--- config.mk ---
export PLATFORM = sky130hd
export DESIGN_NAME = rom_loader
export DESIGN_NICKNAME = d
export VERILOG_FILES = /design/src/rtl/rom_loader_pkg.sv /design/src/rtl/rom_loader.sv
export SDC_FILE = /design/constraint.sdc
export NUM_CORES = 1
export LEC_CHECK = 0
export CORE_MARGIN = 5
export CORE_UTILIZATION = 58
export CTS_BUF_LIST = sky130_fd_sc_hd__clkbuf_2
export CTS_CLUSTER_SIZE = 8
export DETAILED_ROUTE_END_ITERATION = 12
export GPL_TIMING_DRIVEN = 0
export PLACE_DENSITY = 0.84
export SLEW_MARGIN = 20
export SYNTH_ARGS = -nofsm -noshare
export SYNTH_HDL_FRONTEND = slang
export SYNTH_SLANG_ARGS = --single-unit
--- constraint.sdc ---
create_clock -name clk -period 3.2 [get_ports clk]
set_clock_uncertainty 0.05 [all_clocks]
set_input_delay 0.64 -clock clk [delete_from_list [all_inputs] [get_ports clk]]
set_output_delay 0.64 -clock clk [all_outputs]
set_load 0.01 [all_outputs]
--- src/rtl/rom_loader_pkg.sv ---
// rom_loader_pkg
// Shared definitions for the ROM boot loader: FSM state encodings, the
// default frame start marker and the SoC register-bus width used as the
// default ROM port width.
package rom_loader_pkg;

  localparam int         REG_BUS_W      = 32;
  localparam logic [7:0] START_BYTE_DEF = 8'hA5;

  typedef enum logic [2:0] {
    S_IDLE   = 3'd0,
    S_LEN_LO = 3'd1,
    S_LEN_HI = 3'd2,
    S_DATA   = 3'd3,
    S_WRITE  = 3'd4,
    S_CSUM   = 3'd5
  } state_t;

endpackage

--- src/rtl/rom_loader.sv ---
// rom_loader
// Boots a program image into the instruction ROM from a UART byte stream
// while the core is held in reset.
// Frame: START_BYTE, N[7:0], N[15:8], N words of 4 little-endian bytes,
// then one XOR checksum byte over the payload bytes.
//
// Ports:
//   clk, rstn            clock, asynchronous active-low reset
//   rx_valid, rx_data    incoming byte from UART RX
//   rx_ready             byte accepted this cycle when rx_valid & rx_ready
//   wen, w_addr, w_data  ROM write port (w_addr is a word index)
//   cpu_hold             holds the core while a frame is in progress
//   load_busy            loader is not idle
//   load_done            one-cycle pulse on a frame with a good checksum
//   load_err             sticky error, cleared by the next accepted start byte
module rom_loader
  import rom_loader_pkg::*;
#(
  parameter int         DW         = REG_BUS_W,
  parameter int         AW         = REG_BUS_W,
  parameter int         MEM_NUM    = 4096,
  parameter logic [7:0] START_BYTE = START_BYTE_DEF
) (
  input  logic          clk,
  input  logic          rstn,
  input  logic          rx_valid,
  input  logic [7:0]    rx_data,
  output logic          rx_ready,
  output logic          wen,
  output logic [AW-1:0] w_addr,
  output logic [DW-1:0] w_data,
  output logic          cpu_hold,
  output logic          load_busy,
  output logic          load_done,
  output logic          load_err
);

  state_t      state;
  logic [15:0] len;
  logic [15:0] idx;
  logic [7:0]  csum;
  logic [23:0] word;
  logic [1:0]  byte_cnt;

  logic        xfer;
  logic [15:0] len_next;
  logic [15:0] idx_inc;

  assign xfer     = rx_valid & rx_ready;
  assign len_next = {rx_data, len[7:0]};
  assign idx_inc  = idx + 16'd1;

  // These outputs are pure decodes of the state register, so they change
  // only on the clock edge. WRITE is the single cycle where the byte stream
  // is stalled and the ROM write is issued.
  assign rx_ready  = (state != S_WRITE);
  assign wen       = (state == S_WRITE);
  assign load_busy = (state != S_IDLE);

  // Frame parser. The lower three bytes of a word are shifted in from the
  // top so that, when the fourth byte arrives, {rx_data, word} is already
  // the little-endian assembled word.
  always_ff @(posedge clk or negedge rstn) begin
    if (!rstn) begin
      state     <= S_IDLE;
      len       <= '0;
      idx       <= '0;
      csum      <= '0;
      word      <= '0;
      byte_cnt  <= '0;
      w_addr    <= '0;
      w_data    <= '0;
      cpu_hold  <= 1'b0;
      load_done <= 1'b0;
      load_err  <= 1'b0;
    end else begin
      load_done <= 1'b0;
      case (state)
        S_IDLE: begin
          if (xfer && rx_data == START_BYTE) begin
            state    <= S_LEN_LO;
            cpu_hold <= 1'b1;
            load_err <= 1'b0;
            csum     <= '0;
            idx      <= '0;
            byte_cnt <= '0;
            w_addr   <= '0;
          end
        end
        S_LEN_LO: begin
          if (xfer) begin
            len[7:0] <= rx_data;
            state    <= S_LEN_HI;
          end
        end
        S_LEN_HI: begin
          if (xfer) begin
            len[15:8] <= rx_data;
            if ({16'd0, len_next} > 32'(MEM_NUM)) begin
              load_err <= 1'b1;
              cpu_hold <= 1'b0;
              state    <= S_IDLE;
            end else if (len_next == 16'd0) begin
              state <= S_CSUM;
            end else begin
              state <= S_DATA;
            end
          end
        end
        S_DATA: begin
          if (xfer) begin
            word     <= {rx_data, word[23:8]};
            csum     <= csum ^ rx_data;
            byte_cnt <= byte_cnt + 2'd1;
            if (byte_cnt == 2'd3) begin
              w_data <= DW'({rx_data, word});
              w_addr <= AW'(idx);
              state  <= S_WRITE;
            end
          end
        end
        S_WRITE: begin
          idx <= idx_inc;
          if (idx_inc == len) state <= S_CSUM;
          else                state <= S_DATA;
        end
        S_CSUM: begin
          if (xfer) begin
            if (rx_data == csum) load_done <= 1'b1;
            else                 load_err  <= 1'b1;
            cpu_hold <= 1'b0;
            state    <= S_IDLE;
          end
        end
        default: state <= S_IDLE;
      endcase
    end
  end

endmodule

==> flow_summary.json <==
{
  "status": "complete, no violations",
  "synthTopCellsByCount": "dfrtp_1 (120), nand2_1 (102), mux2_2 (49)",
  "htree_levels": 4,
  "worst_slew_pin_slew_ns": 1.07,
  "drv_cap": 0,
  "comb_power_share_pct": 43.1,
  "area_growth_pct": 18.8,
  "postRouteAntennaNets": 0,
  "start_util_pct": 59.7,
  "synthArstFlopShare_pct": 100,
  "cp_cell_sequence": "buf_2 -> or3b_1 -> buf_2 -> inv_2 -> buf_6 -> dlygate4sd2_1",
  "hold_class": "in2reg",
  "gr-total-overflow": 0,
  "internal_power_mw": 4.00,
  "fp.dieH_um": 110,
  "arrival_ns": 2.37,
  "postSynthAreaPerCell_um2": 10.1,
  "fmax_mhz": 327,
  "ios": 81,
  "crit_fanout": 10,
  "dieArea_mm2": 0.0122,
  "dieWidth_um": 110,
  "crit_slowest_cell": "dfrtp_1",
  "relSlewSlack_pct": 28.1,
  "cts_buffers": 17,
  "fill_cells": 702,
  "dp_cells": 782,
  "portBuffers": 55,
  "p_clk_share_pct": 16.5,
  "postCtsSetupRepairBufs": 0,
  "gp_congestion": 0.939,
  "seqPwrFrac_pct": 40.3,
  "clk_latency_ns": 0.68,
  "routed_via_density": 5.69,
  "leakage_nw": 3.20,
  "final.min_clock_period_ns": 3.06,
  "critPathCaptureType": "output port",
  "start_kind": "register",
  "synthTopCellsByArea": "dfrtp_1 (51%), mux2_2 (9.5%), nand2_1 (6.6%)",
  "clk_pin_slew_worst_paths_ns": 0.19,
  "final_cells": 815,
  "grt_pass1_vias": 4674,
  "drive_gt1_share_pct": 20.5,
  "yosysSeqAreaShare_pct": 51.5,
  "yosysWarnings": 0,
  "grt_use_total_pct": 24.6,
  "netlist_area_mm2": 0.00583,
  "power.density_mw_per_mm2": 954,
  "drt_iter0_markers": 455,
  "required_ns": 2.51,
  "synth_top_area_share_pct": 51.5,
  "cts_root_buffer": "clkbuf_2",
  "antenna_found_initial": 0,
  "grt_start_max_net_pins": 81,
  "path_class": "reg2out",
  "fin_nets": 682,
  "finalHoldViolCount": 0,
  "peakVddDrop_mv": 0.508,
  "slowest_delay_ns": 0.41,
  "dp_hpwl_mm": 9.83,
  "ys_types": 56,
  "rsz0062_at_grt": "no",
  "synth_flop_cell": "dfrtp_1",
  "drc": 0,
  "finalMaxSlewViolations": 0,
  "synth.most_common_cell": "dfrtp_1",
  "synth.largest_area_cell": "dfrtp_1",
  "cts_tree": "built",
  "fin_crit_sh_pct": 95.5,
  "setup_violations": 0,
  "wire_per_inst_um": 16.8,
  "synth_edf_count": 0,
  "rows": 36,
  "vias": 4638,
  "crit_top_cell": "buf_2",
  "drt-pass1-iter-count": 6,
  "ys_seq_elements": 120,
  "drt_wl_total_mm": 13.7,
  "core_area_mm2": 0.00977,
  "cts_buffer_depth": 2,
  "grt_pass1_wl_mm": 23.1,
  "fin_util_pct": 70.9,
  "syn_inst": 578,
  "netSwitchingFraction_pct": 39.5,
  "power_switching_mw": 2.61,
  "clkSinkCount": 120,
  "antenna_cells": 0
}
## cell usage in the layout, fill, tap and decap left out, drive strengths merged, types with 6 or more instances in the layout
cell type      instances
dfrtp                120
nand2                103
o21ai                 59
clkdlybuf4s50         52
mux2                  50
buf                   40
clkbuf                38
nor2                  26
inv                   26
nand3                 22
xor2                  16
conb                  16
xnor2                 13
nor4                  10
nand4                  9
a21oi                  9
a31oi                  7
nor3b                  6
## power groups by stage
stage                     registers [mW]  logic, mW  clock network (mW)
after floorplan                     2.67       1.77                   0
after global routing                2.75       3.14                1.18
after global placement              2.66       2.73                   0
after CTS                           2.66       2.85                1.11
after detailed placement            2.69       2.82                   0
final                               2.67       2.85                1.09
## critical path: cells and delay by family, from the launching register on
family	cells	cell delay [ns]
flops	1	0.41
simple gates	1	0.37
buf+inv	5	0.93
## layout make-up
class | count | area, µm² | share of cell area (%)
plain buffers | 59 | 344 | 4.97
clock buffers | 17 | 85.1 | 1.23
clock inverters | 15 | 191 | 2.76
inverters | 21 | 78.8 | 1.14
multi-input cells | 393 | 2470 | 35.7
flip-flops and latches | 120 | 3000 | 43.3
well taps | 133 | 166 | 2.40
repair buffers | 57 | 587 | 8.47
## metal layers
layer	part of all wire (%)	global-route usage, %	vias up	wire (µm)
met5	0	0	-	0
li1	-	-	2137	-
met4	1.3	7.74	0	181
met1	43	34.4	2278	5850
met2	47	39.0	198	6510
met3	8.6	5.13	25	1170
## cell families after synthesis
family                     count (synthesis)  share of synthesized area (%)
DFF                                      120                           51.5
buffers and inverters                     80                           7.08
AOI/OAI and AO/OA                         97                           10.1
adders and majority gates                  2                          0.429
xor gates and xnor gates                  29                           4.36
muxes                                     50                           9.72
and+or+nand+nor                          199                           16.8
other                                      1                         0.0643
## per-stage QoR
step / worst slack (ns) / setup TNS [ns] / total power, mW / hold slack [ns] / cell area [µm²]
3_5_place_dp: 0.441 / 0 / 5.52 / 0.409 / 6630
2_1_floorplan: 1.06 / 0 / 4.44 / 0.294 / 5890
4_1_cts: 0.0397 / 0 / 6.61 / 0.270 / 6920
6_report: 0.143 / 0 / 6.61 / 0.315 / 6930
3_3_place_gp: -2.96 / -354.95 / 5.38 / 0.406 / 6610
5_1_grt: 0.0434 / 0 / 7.07 / 0.300 / 6930
## final timing paths
kind / start / cells after the start / end / slack [ns]
max: state[1] / 6 / wen / 0.14
min: rx_data[1] / 3 / word[17] / 0.32
max reg2reg: idx[0] / 7 / state[1] / 0.78
min reg2reg: word[3] / 2 / word[3] / 0.45
max in group asynchronous: rstn / 3 / w_data[24] / 2.02
min in group asynchronous: rstn / 2 / w_addr[4] / 0.35
## flip-flops by register name (all words and copies together), names as in the netlist
register	count
load_done	1
byte_cnt	2
cpu_hold	1
idx	16
word	24
w_addr	16
csum	8
state	3
len	16
load_err	1
w_data	32
## repair_timing
| item | CTS | global route |
|---|---|---|
| gates resized for setup | 5 | 2 |
| endpoints found under the setup margin | 2 | 1 |
| hold buffers | 1 | 0 |
| endpoints found under the hold margin | 40 | 0 |
No activity file was read; power rests on OpenSTA's default activity.
